`src/rtl/xform_fifo_stage.sv`:
```
// xform_fifo_stage: valid/ready transform stage with a DEPTH-entry output FIFO.
// Each accepted beat is transformed by in_mode and stored as {ovf, data}.
// Optional statistics counters are built when XFORM_FIFO_STATS_EN is defined.
//
// Ports:
//   clk, rst_n         clock, synchronous active-low reset
//   in_valid/in_ready  producer handshake (in_ready depends on registered state only)
//   in_data, in_mode   beat payload and transform select
//   out_ready/out_valid consumer handshake
//   out_data, out_ovf  head entry (zero when out_valid=0)
//   level              occupancy 0..DEPTH
//   stat_beats         (XFORM_FIFO_STATS_EN) accepted beats, wrapping
//   stat_ovf           (XFORM_FIFO_STATS_EN) accepted beats with ovf=1, saturating
module xform_fifo_stage #(
  parameter int unsigned DATA_W    = 8,
  parameter int unsigned DEPTH     = 4,
  parameter int unsigned ADD_CONST = 5
) (
  input  logic                      clk,
  input  logic                      rst_n,
  input  logic                      in_valid,
  output logic                      in_ready,
  input  logic [DATA_W-1:0]         in_data,
  input  logic [1:0]                in_mode,
  input  logic                      out_ready,
  output logic                      out_valid,
  output logic [DATA_W-1:0]         out_data,
  output logic                      out_ovf,
  output logic [$clog2(DEPTH):0]    level
`ifdef XFORM_FIFO_STATS_EN
  ,
  output logic [31:0]               stat_beats,
  output logic [15:0]               stat_ovf
`endif
);

  localparam int unsigned PTR_W = $clog2(DEPTH);
  localparam int unsigned LVL_W = PTR_W + 1;
  localparam int unsigned ENT_W = DATA_W + 1;
  localparam logic [DATA_W-1:0] K = DATA_W'(ADD_CONST);

  logic [ENT_W-1:0] r_mem [DEPTH];
  logic [PTR_W-1:0] r_wptr;
  logic [PTR_W-1:0] r_rptr;
  logic [LVL_W-1:0] r_count;

  logic [ENT_W-1:0] w_sum;
  logic [ENT_W-1:0] w_sum_inv;
  logic [ENT_W-1:0] w_entry;
  logic [ENT_W-1:0] w_head;
  logic             w_push;
  logic             w_pop;

  // Handshake flags; in_ready never looks at out_ready.
  assign in_ready  = rst_n && (r_count < LVL_W'(DEPTH));
  assign out_valid = (r_count != '0);
  assign w_push    = in_valid && in_ready;
  assign w_pop     = out_valid && out_ready;
  assign level     = r_count;

  // Head entry, zeroed while the FIFO is empty.
  assign w_head   = r_mem[r_rptr];
  assign out_data = out_valid ? w_head[DATA_W-1:0] : '0;
  assign out_ovf  = out_valid ? w_head[DATA_W] : 1'b0;

  // Transform on a DATA_W+1 bit sum; the top bit of the entry is the ovf flag.
  always_comb begin
    w_sum     = {1'b0, in_data} + {1'b0, K};
    w_sum_inv = {1'b0, ~in_data} + {1'b0, K};
    w_entry   = {1'b0, in_data};
    case (in_mode)
      2'b01:   w_entry = w_sum_inv;
      2'b10:   w_entry = w_sum[DATA_W] ? {1'b1, {DATA_W{1'b1}}} : w_sum;
      2'b11:   w_entry = {1'b0, ~in_data};
      default: w_entry = {1'b0, in_data};
    endcase
  end

  // Storage needs no reset; only pointers and count define validity.
  always_ff @(posedge clk) begin
    if (w_push) begin
      r_mem[r_wptr] <= w_entry;
    end
  end

  // Pointers and occupancy; pointers wrap naturally since DEPTH is a power of two.
  always_ff @(posedge clk) begin
    if (!rst_n) begin
      r_wptr  <= '0;
      r_rptr  <= '0;
      r_count <= '0;
    end else begin
      if (w_push) r_wptr <= r_wptr + PTR_W'(1);
      if (w_pop)  r_rptr <= r_rptr + PTR_W'(1);
      case ({w_push, w_pop})
        2'b10:   r_count <= r_count + LVL_W'(1);
        2'b01:   r_count <= r_count - LVL_W'(1);
        default: r_count <= r_count;
      endcase
    end
  end

`ifdef XFORM_FIFO_STATS_EN
  logic [31:0] r_stat_beats;
  logic [15:0] r_stat_ovf;

  // Beat counter wraps; overflow counter sticks at all-ones.
  always_ff @(posedge clk) begin
    if (!rst_n) begin
      r_stat_beats <= '0;
      r_stat_ovf   <= '0;
    end else if (w_push) begin
      r_stat_beats <= r_stat_beats + 32'd1;
      if (w_entry[DATA_W] && (r_stat_ovf != 16'hFFFF)) begin
        r_stat_ovf <= r_stat_ovf + 16'd1;
      end
    end
  end

  assign stat_beats = r_stat_beats;
  assign stat_ovf   = r_stat_ovf;
`endif

endmodule
```
`config.mk`:
```
export PLATFORM = sky130hd
export DESIGN_NAME = xform_fifo_stage
export DESIGN_NICKNAME = d
export VERILOG_FILES = /design/src/rtl/xform_fifo_stage.sv
export SDC_FILE = /design/constraint.sdc
export NUM_CORES = 1
export LEC_CHECK = 0
export ABC_CLOCK_PERIOD_IN_PS = 3000
export CAP_MARGIN = 40
export CORE_MARGIN = 4
export CORE_UTILIZATION = 42
export CTS_CLUSTER_DIAMETER = 30
export DETAILED_ROUTE_END_ITERATION = 10
export PLACE_DENSITY = 0.71
export SLEW_MARGIN = 40
export SYNTH_ARGS = -nofsm -noshare
export SYNTH_HDL_FRONTEND = slang
export SYNTH_SLANG_ARGS = --single-unit
export TNS_END_PERCENT = 30
```
`constraint.sdc`:
```
create_clock -name clk -period 3 [get_ports clk]
set_input_delay 0.6 -clock clk [delete_from_list [all_inputs] [get_ports clk]]
set_output_delay 0.6 -clock clk [all_outputs]
set_load 0.005 [all_outputs]
```
==> results of run 1 <==
-- critical path, stage by stage (launching register included) --
cell and delay (ps):
dfxtp_1 310, buf_4 210, mux4_2 530, and2_1 170
clkdlybuf4s50_1 440
-- cells in the mapped netlist, drive strengths merged (4+ instances only) --
cell type  count
clkbuf         6
xnor2          4
and3           6
buf            4
edfxtp        36
inv            9
nor2           4
or3            4
dfxtp          9
nand3          4
ha             7
o21ai         10
nor2b          4
nand2          9
and2          15
mux4           9
-- where the power goes --
part           internal, mW  switching, mW
clock                 0.160          0.182
sequential            0.739         0.0349
combinational         0.362          0.253
total                  1.26          0.471
-- per-stage QoR --
| step | hold slack, ps | std cells | util [%] | power [mW] |
|---|---|---|---|---|
| finish | 516 | 280 | 52.6 | 1.73 |
| CTS | 524 | 280 | 52.6 | 1.76 |
| floorplan | 469 | 178 | - | 1.14 |
| global route | 566 | 280 | 52.6 | 1.85 |
| detailed placement | 510 | 272 | 50.9 | 1.41 |
| global placement | 503 | 272 | 50.9 | 1.40 |
-- flip-flops by register name (all words and copies together) (netlist names), named ones only --
register,count
r_mem,36
r_wptr,2
r_rptr,2
level,3
-- final timing paths --
path                           from                      to  slack (ps)  cells after the start
min reg2reg  r_wptr[1]$_SDFFE_PN0P_  r_wptr[1]$_SDFFE_PN0P_         520                      2
min          r_wptr[1]$_SDFFE_PN0P_  r_wptr[1]$_SDFFE_PN0P_         520                      2
max                            flop             out_data[2]         460                      4
max reg2reg   level[0]$_SDFFE_PN0P_   level[2]$_SDFFE_PN0P_         710                      8
-- kinds of logic (layout without fill, tap and decap cells) --
| group | Yosys count | after routing | share of synthesized area [%] |
|---|---|---|---|
| XOR/XNOR | 5 | 5 | 1.91 |
| buffers and inverters | 19 | 51 | 3.61 |
| AND/OR/NAND/NOR | 56 | 56 | 14.1 |
| flip-flops | 45 | 45 | 55.1 |
| multiplexers | 12 | 12 | 10.2 |
| adder cells (fa/ha/maj) | 8 | 8 | 4.70 |
| AO/OA/AOI/OAI | 33 | 33 | 10.4 |
-- per-layer routing --
| layer | track usage (%) | vias to the layer above | wire length [um] |
|---|---|---|---|
| li1 | - | 736 | - |
| met1 | 17.1 | 676 | 1870 |
| met2 | 21.6 | 28 | 1920 |
| met3 | 2.96 | 6 | 145 |
| met4 | 3.49 | 0 | 45 |
| met5 | 0 | - | 0 |
-- final cells by class --
class	count	share of cell area [%]
clock buffer	5	2.51
sequential	45	46.1
tap	70	3.20
clock inverter	3	0.640
inverter	9	1.23
timing repair buffer	34	11.8
multi-input combinational	114	34.5
==> flow_metrics.env, run 1 <==
export IMPL_layout_commonest_cell="edfxtp_1"
export IMPL_layout_common_cells="36 x edfxtp_1, 27 x clkdlybuf4s50_1, 15 x and2_1"
export IMPL_synth_top_cell_by_area="edfxtp_1"
export IMPL_h_tree_depth=2
export IMPL_worst_slack_ps=456
export IMPL_fin_crit_sh_pct=84.8
export IMPL_register_area_mm2=0.00126
export IMPL_wirelength_um=3980
export IMPL_grt_pass1_vias=1382
export IMPL_crit_type="reg2out"
export IMPL_cts_root_buf="clkbuf_8"
export IMPL_hp_class="reg2reg"
export IMPL_synth_ff_type="edfxtp_1"
export IMPL_status="complete, no violations"
export IMPL_start_kind="flop"
export IMPL_start_util_pct=44.0
export IMPL_std_cell_rows=26
export IMPL_hold_viol=0
export IMPL_dpl_cell_area_mm2=0.00265
export IMPL_finalInstanceArea_mm2=0.00274
export IMPL_avgViaCountPerCell=5.16
export IMPL_yosys_area_top_type_share_pct=47.2
export IMPL_setup_violations=0
export IMPL_ios=28
export IMPL_synth_edf_count=36
export IMPL_clkSinkCount=45
export IMPL_dp_worst_setup_slack_ps=204
export IMPL_clk_latency_ps=280
export IMPL_peakVddDrop_mv=0.208
export IMPL_coreArea_mm2=0.00520
export IMPL_track_usage_pct=13.0
export IMPL_worstPathMaxFanout=9
export IMPL_worst_slew_pin_slew_ps=493
export IMPL_cts_path_max_buffers=2
export IMPL_dp_hpwl_um=2970
export IMPL_finalMaxSlewViolations=0
export IMPL_n_antenna_cell=0
export IMPL_nFillCells=474
export IMPL_power_density_mw_per_mm2=633
export IMPL_cts_resized=0
export IMPL_syn_area_mm2=0.00229
export IMPL_die_area_mm2=0.00669
export IMPL_syn_num_nets=200
export IMPL_antenna_found_initial=0
export IMPL_drtIter0Drc=41
export IMPL_antenna_left=0
export IMPL_nNetsFinal=231
export IMPL_ys_warnings_count=0
export IMPL_end_kind="output port"
export IMPL_fin_tns_setup_ps=0
export IMPL_port_buffer_count=27
export IMPL_yosysSeqAreaShare_pct=55.1
export IMPL_multi_input_area_um2=945
export IMPL_cts_buffers=5
export IMPL_cts_tree="done"
export IMPL_die_w_um=81.8
export IMPL_synth_cell_types=46
export IMPL_ys_ff_latch=45
export IMPL_synth_area_per_cell_um2=12.9
export IMPL_die_y_um=81.8
export IMPL_syn_to_final_growth_pct=19.6
export IMPL_grt_pass1_wl_um=6530
export IMPL_rsz0062_at_grt="false"
export IMPL_cp_arrival_ps=1940
export IMPL_max_cap_violations=0
export IMPL_syn_inst=178
export IMPL_period_minus_slack_ps=2540
export IMPL_clk_pin_slew_ps=80
export IMPL_grt_max_degree=15
export IMPL_async_reset_ff_share_pct=0
export IMPL_worstPathRequired_ps=2400
export IMPL_drive_above_1_share_pct=13.3
export IMPL_place_congestion=0.817
export IMPL_slew_headroom_pct=66.8
export IMPL_wire_per_inst_um=14.2
export IMPL_leakage_nw=0.950
export IMPL_post_cts_setup_buffers=0
export IMPL_max_freq_mhz=393
export IMPL_firstDrtPassIters=4
export IMPL_gr_total_overflow=0
export IMPL_vias=1446
export IMPL_postCtsHoldBufs=0
export IMPL_skew_ps=5.73
export IMPL_yosys_top_cells_area="edfxtp_1 47%, mux4_2 8.9%, dfxtp_1 7.9%, and2_1 4.1%, ha_1 3.8%"
export IMPL_drc=0
(Power assumes the default switching activity.)
==> run 2: changes to the inputs <==
Settings changed: ABC_CLOCK_PERIOD_IN_PS 3000 to 2300, PLACE_DENSITY 0.71 to 0.73.
Clock period 3 ns to 2.3 ns, I/O delays scaled along.
==> flow_metrics.env, run 2 (synthesized netlist as in run 1, its figures left out) <==
export IMPL_track_usage_pct=13.7
export IMPL_layout_common_cells="36 x edfxtp_1, 29 x buf_4, 18 x clkdlybuf4s50_1, 15 x and2_1"
export IMPL_max_cap_violations=0
export IMPL_rsz0062_at_grt="false"
export IMPL_met2_usage_pct=22.9
export IMPL_power_density_mw_per_mm2=795
export IMPL_gr_total_overflow=0
export IMPL_finalMaxSlewViolations=0
export IMPL_worstPathMaxFanout=2
export IMPL_critPathSlowestCell="clkdlybuf4s50_1"
export IMPL_firstDrtPassIters=4
export IMPL_die_area_mm2=0.00669
export IMPL_avgViaCountPerCell=5.14
export IMPL_vias=1557
export IMPL_drive_above_1_share_pct=22.3
export IMPL_coreArea_mm2=0.00520
export IMPL_multi_input_area_um2=956
export IMPL_dp_hpwl_um=3190
export IMPL_largest_reg_flops=36
export IMPL_cts_root_buf="clkbuf_8"
export IMPL_wirelength_um=4350
export IMPL_drtIter0Drc=108
export IMPL_p_switching_uw=628
export IMPL_clk_pin_slew_ps=70
export IMPL_end_kind="flop"
export IMPL_critical_path_top_delay_family="simple AND/OR/NAND/NOR gates"
export IMPL_worst_path_buf_inv=3
export IMPL_grt_pass1_wl_um=6950
export IMPL_worst_slack_ps=89.8
export IMPL_use_met3_pct=3.07
export IMPL_critical_path_most_common_cell="inv_1"
export IMPL_slew_headroom_pct=64.4
export IMPL_worst_slew_pin_slew_ps=530
export IMPL_dp_worst_setup_slack_ps=-249
export IMPL_met1_usage_pct=17.8
export IMPL_clk_latency_ps=280
export IMPL_post_cts_setup_buffers=0
export IMPL_cp_arrival_ps=2430
export IMPL_period_minus_slack_ps=2210
export IMPL_largest_register="r_mem"
export IMPL_hp_class="reg2reg"
export IMPL_die_y_um=81.8
export IMPL_start_util_pct=44.0
export IMPL_gr_max_usage_layer="met2"
export IMPL_nNetsFinal=254
export IMPL_cts_path_max_buffers=2
export IMPL_layout_commonest_cell="edfxtp_1"
export IMPL_nFillCells=456
export IMPL_worstPathRequired_ps=2520
export IMPL_antenna_left=0
export IMPL_clkSinkCount=45
export IMPL_n_antenna_cell=0
export IMPL_netSwitchingFraction_pct=27.1
export IMPL_max_stage_delay_ps=420
export IMPL_setup_violations=0
export IMPL_dpl_cell_area_mm2=0.00284
export IMPL_status="complete, no violations"
export IMPL_leakage_nw=1.10
export IMPL_cts_buffers=5
export IMPL_antenna_found_initial=0
export IMPL_internal_power_mw=1.69
export IMPL_power_mw=2.32
export IMPL_fin_crit_sh_pct=96.1
export IMPL_drc=0
export IMPL_cts_tree="done"
export IMPL_ios=28
export IMPL_grt_pass1_vias=1434
export IMPL_port_buffer_count=27
export IMPL_wire_per_inst_um=14.4
export IMPL_place_congestion=0.824
export IMPL_hold_viol=0
export IMPL_clockPowerShare_pct=19.3
export IMPL_register_area_mm2=0.00126
export IMPL_crit_type="in2reg"
export IMPL_grt_max_degree=16
export IMPL_peakVddDrop_mv=0.442
export IMPL_max_freq_mhz=452
export IMPL_syn_to_final_growth_pct=27.4
export IMPL_std_cell_rows=26
export IMPL_h_tree_depth=2
export IMPL_seq_power_share_pct=43.9
export IMPL_start_kind="input port"
export IMPL_comb_power_share_pct=36.8
export IMPL_skew_ps=4.93
export IMPL_cp_cell_sequence="clkdlybuf4s50_1 -> and2b_1 -> and2_1 -> inv_1 -> ha_1 -> inv_1 -> fa_2 -> xor2_1 -> or3_1 -> a21boi_0"
export IMPL_die_w_um=81.8
export IMPL_finalInstanceArea_mm2=0.00292
==> run 2: changes by cell type in the layout (fill, tap and decap cells not counted), sizes merged <==
| cell | change |
|---|---|
| clkdlybuf4s50 | -9 |
| clkinvlp | -1 |
| clkbuf | +3 |
| buf | +23 |
| dlygate4sd2 | +9 |
| clkinv | -2 |
==> run 2: final timing paths <==
path / from / endpoint / slack (ps) / depth (start not counted)
worst max-delay path: rst_n / level[2]$_SDFFE_PN0P_ / 90 / 10
worst min-delay path: r_wptr[1]$_SDFFE_PN0P_ / r_wptr[1]$_SDFFE_PN0P_ / 500 / 2
worst max register to register: level[2]$_SDFFE_PN0P_ / level[2]$_SDFFE_PN0P_ / 260 / 9
worst min register to register: r_wptr[1]$_SDFFE_PN0P_ / r_wptr[1]$_SDFFE_PN0P_ / 500 / 2
==> run 2: layout make-up <==
| class | instances | area share [%] |
|---|---|---|
| flip-flops and latches | 45 | 43.3 |
| multi-input cells | 114 | 32.8 |
| repair buffers | 57 | 17.0 |
| well taps | 70 | 3.00 |
| clock buffers | 8 | 2.75 |
| inverters | 9 | 1.16 |
==> run 2: layer usage <==
layer | vias up | part of all wire [%]
met5 | - | 0
met4 | 0 | 0.92
met3 | 2 | 3.9
met2 | 31 | 50
met1 | 744 | 45
li1 | 780 | -
==> run 2: repair_timing <==
action,in CTS,in global routing
gates resized for setup,10,3
hold buffers,0,0
endpoints found under the setup margin,9,9
==> run 2: power groups by stage <==
| stage | clock, mW | sequential, mW | combinational (mW) |
|---|---|---|---|
| 6_report | 0.448 | 1.02 | 0.853 |
| 5_1_grt | 0.489 | 1.03 | 0.962 |
| 4_1_cts | 0.459 | 1.02 | 0.868 |
| 3_5_place_dp | 0 | 1.03 | 0.921 |
| 3_3_place_gp | 0 | 1.03 | 0.904 |
| 2_1_floorplan | 0 | 1.01 | 0.476 |
==> run 2: per-stage QoR <==
| step | TNS (ps) | instances | hold WS [ps] | util (%) |
|---|---|---|---|---|
| detailed placement | -3790 | 295 | 501 | 54.5 |
| finish | 0 | 303 | 505 | 56.0 |
| global route | 0 | 303 | 563 | 56.0 |
| CTS | 0 | 303 | 511 | 55.8 |
| global placement | -1680 | 295 | 492 | 54.5 |
| floorplan | 0 | 178 | 469 | - |
==> run 2: worst min-delay path, stage by stage (launching register included) <==
cell,delay (ps)
dfxtp_1,340
nand2_1,60
o21ai_0,60
==> run 3: changes to the inputs <==
Settings changed: SLEW_MARGIN 40 to 20.
==> results of run 3 <==
Final layout, timing and power as in run 2 (identical DEF).
